### src/rtl/if_fetch_stage_if.sv
// Fetch-stage bus bundle: instruction-memory request/response, pipeline control
// from ID/EX, and the IF/ID register outputs.
`default_nettype none

interface if_fetch_stage_if;
  logic        imem_req;
  logic [31:0] imem_addr;
  logic [31:0] imem_rdata;
  logic        stall_i;
  logic        redirect_i;
  logic [31:0] redirect_pc_i;
  logic        if_id_valid;
  logic [31:0] if_id_pc;
  logic [31:0] if_id_pc4;
  logic [31:0] if_id_inst;

  modport master (
    output imem_req, imem_addr, if_id_valid, if_id_pc, if_id_pc4, if_id_inst,
    input  imem_rdata, stall_i, redirect_i, redirect_pc_i
  );

  modport slave (
    input  imem_req, imem_addr, if_id_valid, if_id_pc, if_id_pc4, if_id_inst,
    output imem_rdata, stall_i, redirect_i, redirect_pc_i
  );
endinterface

`default_nettype wire

### src/rtl/if_fetch_stage.sv
// Instruction-fetch stage: PC owner, 1-cycle-latency imem requester, skid FIFO
// that absorbs decode stalls, IF/ID register, and EX redirect/squash handling.
`default_nettype none

module if_fetch_stage #(
  parameter logic [31:0] RESET_PC   = 32'h0000_0000,
  parameter int          SKID_DEPTH = 2
) (
  input  wire logic        clk,
  input  wire logic        rst_n,
  if_fetch_stage_if.master bus
);

  localparam int          PW       = (SKID_DEPTH > 1) ? $clog2(SKID_DEPTH) : 1;
  localparam int          CW       = PW + 1;
  localparam logic [31:0] NOP      = 32'h0000_0013;
  localparam logic [PW-1:0] PTR_ONE = PW'(1);
  localparam logic [CW-1:0] CNT_ONE = CW'(1);

  logic [31:0]   pc;
  logic [31:0]   pc_f2;
  logic          inflight;
  logic [PW-1:0] rd_ptr;
  logic [PW-1:0] wr_ptr;
  logic [CW-1:0] count;
  logic [31:0]   skid_pc   [SKID_DEPTH];
  logic [31:0]   skid_inst [SKID_DEPTH];

  logic req;
  logic skid_empty;
  logic push;
  logic pop;
  logic unused_redirect_lsbs;

  assign unused_redirect_lsbs = ^bus.redirect_pc_i[1:0];
  assign skid_empty = (count == '0);

  // Credit check: a request is only issued when its response is guaranteed a
  // landing slot (IF/ID or skid), counting the word already in flight.
  always_comb begin
    req = rst_n && !bus.redirect_i &&
          ((32'(count) + 32'(inflight) + 32'(bus.stall_i)) < 32'(SKID_DEPTH + 1));
  end

  // A returning word bypasses the skid only when decode is free and nothing is queued ahead of it.
  assign push = !bus.redirect_i && inflight && (bus.stall_i || !skid_empty);
  assign pop  = !bus.redirect_i && !bus.stall_i && !skid_empty;

  assign bus.imem_req  = req;
  assign bus.imem_addr = pc;

  always_ff @(posedge clk or negedge rst_n) begin
    if (!rst_n) begin
      pc              <= RESET_PC;
      pc_f2           <= '0;
      inflight        <= 1'b0;
      rd_ptr          <= '0;
      wr_ptr          <= '0;
      count           <= '0;
      bus.if_id_valid <= 1'b0;
      bus.if_id_pc    <= '0;
      bus.if_id_pc4   <= '0;
      bus.if_id_inst  <= NOP;
    end else if (bus.redirect_i) begin
      pc              <= {bus.redirect_pc_i[31:2], 2'b00};
      inflight        <= 1'b0;
      rd_ptr          <= '0;
      wr_ptr          <= '0;
      count           <= '0;
      bus.if_id_valid <= 1'b0;
    end else begin
      if (req) begin
        pc    <= pc + 32'd4;
        pc_f2 <= pc;
      end
      inflight <= req;

      if (push) wr_ptr <= wr_ptr + PTR_ONE;
      if (pop)  rd_ptr <= rd_ptr + PTR_ONE;
      if (push && !pop)      count <= count + CNT_ONE;
      else if (pop && !push) count <= count - CNT_ONE;

      if (!bus.stall_i) begin
        if (!skid_empty) begin
          bus.if_id_valid <= 1'b1;
          bus.if_id_pc    <= skid_pc[rd_ptr];
          bus.if_id_pc4   <= skid_pc[rd_ptr] + 32'd4;
          bus.if_id_inst  <= skid_inst[rd_ptr];
        end else if (inflight) begin
          bus.if_id_valid <= 1'b1;
          bus.if_id_pc    <= pc_f2;
          bus.if_id_pc4   <= pc_f2 + 32'd4;
          bus.if_id_inst  <= bus.imem_rdata;
        end else begin
          bus.if_id_valid <= 1'b0;
        end
      end
    end
  end

  always_ff @(posedge clk) begin
    if (push) begin
      skid_pc[wr_ptr]   <= pc_f2;
      skid_inst[wr_ptr] <= bus.imem_rdata;
    end
  end

endmodule

`default_nettype wire

### src/flat_wrapper.sv
// flat-port wrapper written by rule: the top's interface ports become plain ports
module if_fetch_stage_flat 
#(
  parameter logic [31:0] RESET_PC   = 32'h0000_0000,
  parameter int          SKID_DEPTH = 2
)
  (clk, rst_n, bus_imem_req, bus_imem_addr, bus_if_id_valid, bus_if_id_pc, bus_if_id_pc4, bus_if_id_inst, bus_imem_rdata, bus_stall_i, bus_redirect_i, bus_redirect_pc_i);
  if_fetch_stage_if bus_i ();
  input  wire logic clk;
  input  wire logic rst_n;
  output wire logic [$bits(bus_i.imem_req)-1:0] bus_imem_req;
  output wire logic [$bits(bus_i.imem_addr)-1:0] bus_imem_addr;
  output wire logic [$bits(bus_i.if_id_valid)-1:0] bus_if_id_valid;
  output wire logic [$bits(bus_i.if_id_pc)-1:0] bus_if_id_pc;
  output wire logic [$bits(bus_i.if_id_pc4)-1:0] bus_if_id_pc4;
  output wire logic [$bits(bus_i.if_id_inst)-1:0] bus_if_id_inst;
  input wire logic [$bits(bus_i.imem_rdata)-1:0] bus_imem_rdata;
  input wire logic [$bits(bus_i.stall_i)-1:0] bus_stall_i;
  input wire logic [$bits(bus_i.redirect_i)-1:0] bus_redirect_i;
  input wire logic [$bits(bus_i.redirect_pc_i)-1:0] bus_redirect_pc_i;
  assign bus_imem_req = bus_i.imem_req;
  assign bus_imem_addr = bus_i.imem_addr;
  assign bus_if_id_valid = bus_i.if_id_valid;
  assign bus_if_id_pc = bus_i.if_id_pc;
  assign bus_if_id_pc4 = bus_i.if_id_pc4;
  assign bus_if_id_inst = bus_i.if_id_inst;
  assign bus_i.imem_rdata = bus_imem_rdata;
  assign bus_i.stall_i = bus_stall_i;
  assign bus_i.redirect_i = bus_redirect_i;
  assign bus_i.redirect_pc_i = bus_redirect_pc_i;
  if_fetch_stage #(.RESET_PC(RESET_PC), .SKID_DEPTH(SKID_DEPTH)) u_core (.clk(clk), .rst_n(rst_n), .bus(bus_i));
endmodule
### config.mk
export PLATFORM = sky130hd
export DESIGN_NAME = if_fetch_stage_flat
export DESIGN_NICKNAME = d
export VERILOG_FILES = /design/src/rtl/if_fetch_stage_if.sv /design/src/rtl/if_fetch_stage.sv /design/src/flat_wrapper.sv
export SDC_FILE = /design/constraint.sdc
export NUM_CORES = 1
export LEC_CHECK = 0
export ABC_AREA = 1
export CAP_MARGIN = 0
export CORE_UTILIZATION = 59
export DETAILED_ROUTE_END_ITERATION = 16
export GPL_ROUTABILITY_DRIVEN = 0
export PLACE_DENSITY_LB_ADDON = 0.3
export SYNTH_ARGS = -nofsm -noshare
export SYNTH_HDL_FRONTEND = slang
export SYNTH_SLANG_ARGS = --single-unit
### constraint.sdc
create_clock -name clk -period 15.77 [get_ports clk]
set_input_delay 3.154 -clock clk [delete_from_list [all_inputs] [get_ports clk]]
set_output_delay 3.154 -clock clk [all_outputs]
set_load 0.005 [all_outputs]
==> impl_metrics.py <==
metrics = {
    "clocking": {
        "cts_tree": "yes",
        "cts_root_buf": "clkbuf_16",
        "clkTransAtPathRegs_ps": 60,
        "numCtsBuffers": 29,
        "postCtsSetupBuffers": 0,
        "htreeDepth": 1,
        "clk_latency_ps": 540,
        "clock_sinks": 282,
        "cts_buffer_depth": 3,
        "cts_hold_buf": 0,
        "cts_resized": 0,
    },
    "run_status": {
        "status": "complete, no violations",
    },
    "synth": {
        "synth-main-ff-cell": "dfrtp_1",
        "yosysWarnings": 0,
        "yosysMostFrequentCell": "nand2_1",
        "synth_common_cells": "572 x nand2_1, 155 x dfrtp_1, 124 x edfxtp_1",
        "synth_seq_area_share_pct": 58.2,
        "synth_cell_types": 46,
        "synth_top_area_share_pct": 29.4,
        "yosysTopAreaCell": "dfrtp_1",
        "syn_inst": 1506,
        "synth-edff-count": 124,
        "yosys-top-cells-area": "dfrtp_1 29%, edfxtp_1 28%, nand2_1 16%, o21ai_0 3.6%, nor2_1 3.2%",
        "syn_area_per_cell_sq_um": 8.76,
        "synth_area_sq_mm": 0.0132,
        "ys_seq_elements": 282,
        "synthArstFlopShare_pct": 56.0,
    },
    "timing": {
        "max_freq_mhz": 115,
        "setup_violations": 0,
        "slew_violations": 0,
        "worstMarginPinSlew_ps": 1060,
        "relSlewSlack_pct": 29.6,
        "period_minus_slack_ps": 8700,
        "rsz0062_at_grt": "false",
        "clock_skew_ps": 13.9,
        "post-route-period-util_pct": 55.2,
        "layout_setup_ws_ps": 7070,
        "finalSetupTns_ps": 0,
        "finalHoldViolCount": 0,
    },
    "worst_setup_path": {
        "cp_max_fo": 57,
        "worstPathArrival_ps": 5550,
        "critPathKind": "in -> out",
        "start_kind": "input port",
        "worstSetupStartpoint": "bus_stall_i",
        "endpoint_kind": "primary output",
        "critPathRequiredTime_ps": 12620,
        "rr_startpoint": "u_core.inflight$_DFF_PN0_",
    },
    "min_path": {
        "hold_class": "reg -> reg",
        "hp-start": "u_core.pc_f2[30]$_DFFE_PN0P_",
    },
    "grt": {
        "grt_pass1_vias": 10300,
        "grt_max_degree": 104,
        "antenna_found_initial": 0,
        "grt_overflow_total": 0,
        "grt_pass1_wl_mm": 51.4,
        "grt_util_all_layers_pct": 28.6,
    },
    "pwr": {
        "power.total_uw": 2730,
        "p_leak_uw": 0.00691,
        "power-per-cell-area_mw_per_mm2": 169,
        "peakVddDrop_uv": 88.1,
    },
    "placed_design": {
        "hpwl_mm": 21.2,
        "port_buffers": 189,
        "pre_cts_ws_ps": 7090,
    },
    "route": {
        "drt_first_pass_iters": 5,
        "wl_per_cell_um": 16.4,
        "routed_wl_mm": 32.3,
        "vias_per_cell": 5.57,
        "vias": 11000,
        "first_iter_violations": 838,
        "drc": 0,
        "detail-route-antenna-nets": 0,
    },
    "floorplanning": {
        "start_util_pct": 60.3,
        "die_y_um": 152,
        "core_sq_mm": 0.0219,
        "core.rowCount": 54,
        "die_w_um": 152,
        "io_pins": 198,
        "dieArea_sq_mm": 0.0230,
    },
    "layout": {
        "syn2layout_area_growth_pct": 22.6,
        "nets": 1743,
        "layout-drive-gt1-share_pct": 6.50,
        "antenna_cells": 0,
    },
    "run": {
        "cap_violations": 0,
    },
}
## metal layers
| layer | up-vias | track usage (%) | wire [um] |
|---|---|---|---|
| met1 | 5177 | 41.8 | 14100 |
| met2 | 499 | 44.9 | 14900 |
| met4 | 0 | 8.66 | 660 |
| li1 | 5265 | - | - |
| met5 | - | 0 | 0 |
| met3 | 55 | 3.29 | 2640 |
## state kept, by name (all words and copies together), names as in the netlist
register	flops
u_core.skid_inst	64
u_core.bus.imem_addr	30
u_core.bus.if_id_inst	32
u_core.rd_ptr	1
u_core.pc_f2	30
u_core.skid_pc	60
u_core.count	2
u_core.inflight	1
u_core.wr_ptr	1
u_core.bus.if_id_pc4	30
u_core.bus.if_id_valid	1
u_core.bus.if_id_pc	30
## logic make-up (layout without fill, tap and decap cells)
| kind of cell | count (synthesis) | after routing | synth area share, % |
|---|---|---|---|
| simple gates | 828 | 828 | 25.8 |
| flops | 282 | 282 | 58.2 |
| compound gates | 217 | 217 | 9.12 |
| buf+inv | 162 | 344 | 5.57 |
| xor+xnor | 11 | 11 | 0.730 |
| fa+ha+maj | 5 | 5 | 0.531 |
| other cells | 1 | 6 | 0.0284 |
## worst paths after layout
kind	to	slack, ps	cells past startpoint
setup / recovery	bus_imem_req	7070	8
hold / removal	u_core.skid_pc[0][30]$_DFFE_PP_	470	0
setup reg to reg	u_core.bus.imem_addr[18]$_DFFE_PN0P_	12280	10
hold reg to reg	u_core.skid_pc[0][30]$_DFFE_PP_	470	0
max in group asynchronous	u_core.rd_ptr$_DFFE_PN0P_	12040	2
min in group asynchronous	u_core.bus.if_id_inst[9]$_DFFE_PN0P_	2450	1
## through the flow
stage	cell area [sq um]	util [%]	hold slack [ps]	instances
2_1_floorplan	13200	-	442	1511
3_3_place_gp	15200	69.3	445	1919
3_5_place_dp	15200	69.3	452	1919
4_1_cts	16200	73.9	466	1973
5_1_grt	16200	73.9	484	1973
6_report	16200	73.9	470	1973
## layout by cell type, fill, tap and decap left out, drive strengths merged, types with 2 or more instances in the layout
| cell type | n |
|---|---|
| nand2 | 584 |
| clkdlybuf4s50 | 188 |
| dfrtp | 155 |
| nor2 | 134 |
| edfxtp | 124 |
| o21ai | 101 |
| inv | 89 |
| nand3 | 86 |
| a21oi | 72 |
| clkbuf | 42 |
| o211ai | 15 |
| buf | 13 |
| nand4 | 10 |
| xor2 | 10 |
| nor3 | 8 |
| a31oi | 7 |
| conb | 6 |
| o21bai | 5 |
| bufinv | 5 |
| clkinv | 5 |
| o221ai | 4 |
| ha | 4 |
| or2 | 3 |
| o2111ai | 3 |
| o21a | 3 |
| dfstp | 3 |
| o31ai | 2 |
| nand3b | 2 |
| a22oi | 2 |
| clkinvlp | 2 |
## worst max-delay path: stages
cell             delay (ps)
clkdlybuf4s50_1         490
ha_1                    250
fa_1                    470
nand2_1                  60
nand4_1                  70
buf_4                   430
inv_1                   130
clkdlybuf4s50_1         470
## area by class of cell
type / instances / area [sq um]
timing repair buffer: 201 / 1980
inverter: 89 / 334
clock inverter: 12 / 193
sequential: 282 / 7680
fill: 1568 / 5710
clock buffer: 42 / 815
tap: 280 / 350
multi-input combinational: 1067 / 4820
## where the power goes
part	leakage (uW)	internal (uW)	total, uW	switching (uW)
Clock	0.000486	440	717	277
Combinational	0.00336	407	881	474
Sequential	0.00306	981	1140	155
Total	0.00691	1830	2730	907
(Power assumes the default switching activity.)
==> patch 1, RTL diff (same settings) <==
Reset style: synchronous (`rst_n`), changed in one clocked block.
--- a/src/rtl/if_fetch_stage.sv
+++ b/src/rtl/if_fetch_stage.sv
@@ -49,7 +49,7 @@
   assign bus.imem_req  = req;
   assign bus.imem_addr = pc;
 
-  always_ff @(posedge clk or negedge rst_n) begin
+  always_ff @(posedge clk) begin
     if (!rst_n) begin
       pc              <= RESET_PC;
       pc_f2           <= '0;
Check against the original RTL: differs if rst_n is asserted again (counterexample within 4 cycles, from zero or initial values and one cycle with rst_n low); with rst_n held inactive, the same outputs for 4 cycles.
==> patch 1 against the unedited design <==
- synthesized cell count up 0.66%
- register-to-register slack worse by 0.68 ns
- via count up 1.0%
- design area down 3.4%
- sequential share of layout area down 3.3 points
- worst setup slack worse by 0.16 ns
- area after synthesis down 3.2%
- maximum frequency down 1.8%
- wire length up 2.3%
- global-route usage up 1.2 points
- sequential cell count up 1
- largest cell class unchanged
Power is not compared: it rests on default switching activity, and its combinational part moved more than twofold at a synthesized area within 25%.
==> patch 1: results (changes against the unedited design) <==
initial antenna violation count=0 (unchanged); Root Driver=clkbuf_16 (unchanged); total track usage=0.298 (was 0.286); placed insts=1910 (was 1919); Seq/Total Area, Yosys=0.541 (was 0.582); most frequently used flop master after synthesis=dfxtp_1 (was dfrtp_1); vias in the first global route=10600 (was 10300); DR WL/cell=16.9 um (was 16.4 um); first-pass GRT wire length=52.3 mm (was 51.4 mm); Setup Slack @ Placement=6.94 ns (was 7.09 ns); Reg clk slew, reported paths=around 0.070 ns; CP max FO=53 (was 57); Clock Skew=0.0109 ns (was 0.0139 ns); number of nets in the layout=1739 (was 1743); Commonest cells post-synth=nand2_1 (414), dfxtp_1 (159), nor2_1 (144) (was nand2_1 (572), dfrtp_1 (155), edfxtp_1 (124)); largest net degree at the start of global routing=114 (was 104); Worst-Margin Slew=1.15 ns (was 1.06 ns); WP data arrival=5.70 ns (was 5.55 ns); status=finished clean (unchanged); top post-synthesis cells by area=edfxtp_1 (29%), dfxtp_1 (25%), nand2_1 (12%) (was dfrtp_1 (29%), edfxtp_1 (28%), nand2_1 (16%)); DP HPWL=21.5 mm (was 21.2 mm); number of CTS-inserted buffers=28 (was 29); first-pass iteration count of the detailed router=6 (was 5); layout filler cell count=1539 (was 1568); vias per cell=5.66 (was 5.57); Distinct cells, synth=44 (was 46); leakage=5.76 nW; IO buf count=189 (unchanged); Non-Filler Instances=1962 (was 1973); 1st-iter DRT viols=954 (was 838); Post-synth ARST share=0 (was 0.560); share of layout cells above drive strength 1=0.0782 (was 0.0650); Top Registers=u_core.skid_inst (64), u_core.skid_pc (60), u_core.bus.if_id_inst (32) (unchanged); Syn Inst Count=1516 (was 1506); synth warn=0 (unchanged); H-tree levels=1 (unchanged)
[patch 1: cell count changes after synthesis, sizes merged, moves of 19 or more]
| cell | change |
|---|---|
| dfxtp | +159 |
| dfrtp | -155 |
| nand2 | -151 |
| nor2 | +35 |
| a21oi | +25 |
| inv | +21 |
| o211ai | +19 |
[patch 1: power by group through the flow]
| stage | Combinational, W | Sequential [W] | Clock (W) |
|---|---|---|---|
| 2_1_floorplan | 0.0000845 | 0.000822 | 0 |
| 3_3_place_gp | 0.000151 | 0.000826 | 0 |
| 3_5_place_dp | 0.000154 | 0.000827 | 0 |
| 4_1_cts | 0.000156 | 0.000811 | 0.000705 |
| 5_1_grt | 0.000171 | 0.000814 | 0.000736 |
| 6_report | 0.000157 | 0.000812 | 0.000700 |
[patch 1: cells by family (layout without fill, tap and decap cells)]
logic type	after synthesis	after routing	synth area share
DFF	283	283	0.541
adders and majority gates	6	6	0.00646
other	1	6	0.000294
xor gates and xnor gates	20	20	0.0137
and+or+nand+nor	726	726	0.244
AOI/OAI and AO/OA	285	285	0.126
buffers and inverters	195	361	0.0692
[patch 1: per-layer routing]
metal	GRT usage	routed length, um
met1	0.376	12900
met2	0.511	16300
met3	0.0446	2830
met4	0.123	1070
met5	0	0
[patch 1: path summary, 6_finish.rpt]
kind | from | endpoint | slack [ns] | depth (start not counted)
min reg2reg | u_core.pc_f2[12] | u_core.skid_pc[1][12] | 0.45 | 0
max reg2reg | u_core.count[0] | u_core.bus.if_id_pc4[15] | 11.60 | 12
max | bus_stall_i | bus_imem_req | 6.91 | 8
min | u_core.pc_f2[12] | u_core.skid_pc[1][12] | 0.45 | 0
[patch 1: area by class of cell]
type                    count  area (um^2)  share of cell area
clock buffers              37          796              0.0509
clock inverters            15          184              0.0118
well taps                 275          344              0.0220
inverters                 110          420              0.0269
repair buffers            199         1960               0.126
multi-input cells        1043         5020               0.321
flip-flops and latches    283         6910               0.442
[patch 1: worst max-delay path, cell delays in order]
cell             delay (ns)
clkdlybuf4s50_1        0.51
ha_1                   0.26
fa_1                   0.44
nand2_1                0.08
inv_1                  0.07
nor3_4                 0.10
buf_4                  0.47
clkdlybuf4s50_1        0.61
[patch 1: per-stage QoR]
step / utilization / hold WS (ns) / total power (W) / instance area, um^2
4_1_cts: 0.739 / 0.456 / 0.00167 / 15600
3_3_place_gp: 0.693 / 0.428 / 0.000977 / 14700
3_5_place_dp: 0.693 / 0.441 / 0.000981 / 14700
6_report: 0.739 / 0.455 / 0.00167 / 15600
5_1_grt: 0.739 / 0.465 / 0.00172 / 15600
2_1_floorplan: - / 0.426 / 0.000906 / 12800
==> patch 2, RTL diff (config.mk and constraints unchanged) <==
Made on the original files. `SKID_DEPTH` is set to 2 in 2 places; all go to 4.
--- a/src/rtl/if_fetch_stage.sv
+++ b/src/rtl/if_fetch_stage.sv
@@ -4,7 +4,7 @@
 
 module if_fetch_stage #(
   parameter logic [31:0] RESET_PC   = 32'h0000_0000,
-  parameter int          SKID_DEPTH = 2
+  parameter int          SKID_DEPTH = 4
 ) (
   input  wire logic        clk,
   input  wire logic        rst_n,
--- a/src/flat_wrapper.sv
+++ b/src/flat_wrapper.sv
@@ -2,7 +2,7 @@
 module if_fetch_stage_flat 
 #(
   parameter logic [31:0] RESET_PC   = 32'h0000_0000,
-  parameter int          SKID_DEPTH = 2
+  parameter int          SKID_DEPTH = 4
 )
   (clk, rst_n, bus_imem_req, bus_imem_addr, bus_if_id_valid, bus_if_id_pc, bus_if_id_pc4, bus_if_id_inst, bus_imem_rdata, bus_stall_i, bus_redirect_i, bus_redirect_pc_i);
   if_fetch_stage_if bus_i ();
Check against the original RTL: not equivalent (a bounded check fails within 4 cycles, from zero or initial values and one cycle with rst_n low).
==> patch 2 against the unedited design <==
- wire length up 39%
- worst setup slack worse by 0.43 ns
- count of clock-buffer cells in the layout up 25
- power increased by 42%
- sequential cell count increased by 127
- maximum frequency is 4.8% lower
- design area is 35% higher
- area after synthesis grew 40%
- critical path type unchanged
- highest routed layer unchanged
==> patch 2: results (changes against the unedited design) <==
xor/xnor share of the synthesized area=0.0114 (was 0.00730); metal1 wirelength=18.4 mm (was 14.1 mm); crit-path max cell delay=0.60 ns (was 0.49 ns); Seq/Total Area, Yosys=0.621 (was 0.582); vias per cell=5.71 (was 5.57); first-pass GRT wire length=71.4 mm (was 51.4 mm); fin worst setup slack=6.64 ns (was 7.07 ns); leakage=9.10 nW (was 6.91 nW); Commonest cells post-synth=nand2_1 (531), edfxtp_1 (248), nor2_1 (198) (was nand2_1 (572), dfrtp_1 (155), edfxtp_1 (124)); hold wc startpoint=u_core.bus.if_id_pc[26] (was u_core.pc_f2[30]); maximum vdd drop=0.0000990 V (was 0.0000881 V); reg2reg end=u_core.bus.if_id_pc4[12] (was u_core.bus.imem_addr[18]); number of CTS-inserted buffers=42 (was 29); number of nets in the layout=2162 (was 1743); DR vias=14400 (was 11000); worst r2r src=u_core.rd_ptr[0] (was u_core.inflight); GR Layer Usage met3=0.0464 (was 0.0329); top post-synthesis cells by area=edfxtp_1 (40%), dfrtp_1 (21%), nand2_1 (11%) (was dfrtp_1 (29%), edfxtp_1 (28%), nand2_1 (16%)); syn avg cell area=9.61 um^2 (was 8.76 um^2); Top Registers=u_core.skid_inst (128), u_core.skid_pc (120), u_core.bus.if_id_inst (32) (was u_core.skid_inst (64), u_core.skid_pc (60), u_core.bus.if_id_inst (32)); Worst-Margin Slew=1.21 ns (was 1.06 ns); share of layout cells above drive strength 1=0.0690 (was 0.0650); placed insts=2435 (was 1919); DP HPWL=27.5 mm (was 21.2 mm); most frequently used flop master after synthesis=edfxtp_1 (was dfrtp_1); wirelength, routed=45.0 mm (was 32.3 mm); 1st-iter DRT viols=1456 (was 838); status=finished clean (unchanged); CP max FO=69 (was 57); routing usage on met1=0.391 (was 0.418); largest net degree at the start of global routing=114 (was 104); total track usage=0.287 (was 0.286)
==> patch 2: worst max-delay path by stage <==
| stage | cells after the start | to | from |
|---|---|---|---|
| floorplan | 8 | bus_imem_req | bus_stall_i |
| global route | 10 | bus_imem_req | bus_stall_i |
| detailed placement | 10 | bus_imem_req | bus_stall_i |
| global placement | 10 | bus_imem_req | bus_stall_i |
| finish | 10 | bus_imem_req | bus_stall_i |
| CTS | 10 | bus_imem_req | bus_stall_i |
==> patch 2: cell type report <==
cell class	count	area, um^2
tap	396	495
fill	2166	8850
sequential	409	11500
timing repair buffer	205	2010
inverter	180	679
multi-input combinational	1245	5820
clock inverter	11	105
clock buffer	67	1220
==> patch 2: power by group through the flow <==
stage	Clock, W	Sequential [W]	Combinational, W
2_1_floorplan	0	0.00155	0.000824
3_3_place_gp	0	0.00160	0.00127
3_5_place_dp	0	0.00161	0.00132
4_1_cts	0.000962	0.00160	0.00133
5_1_grt	0.00100	0.00163	0.00149
6_report	0.000954	0.00160	0.00134
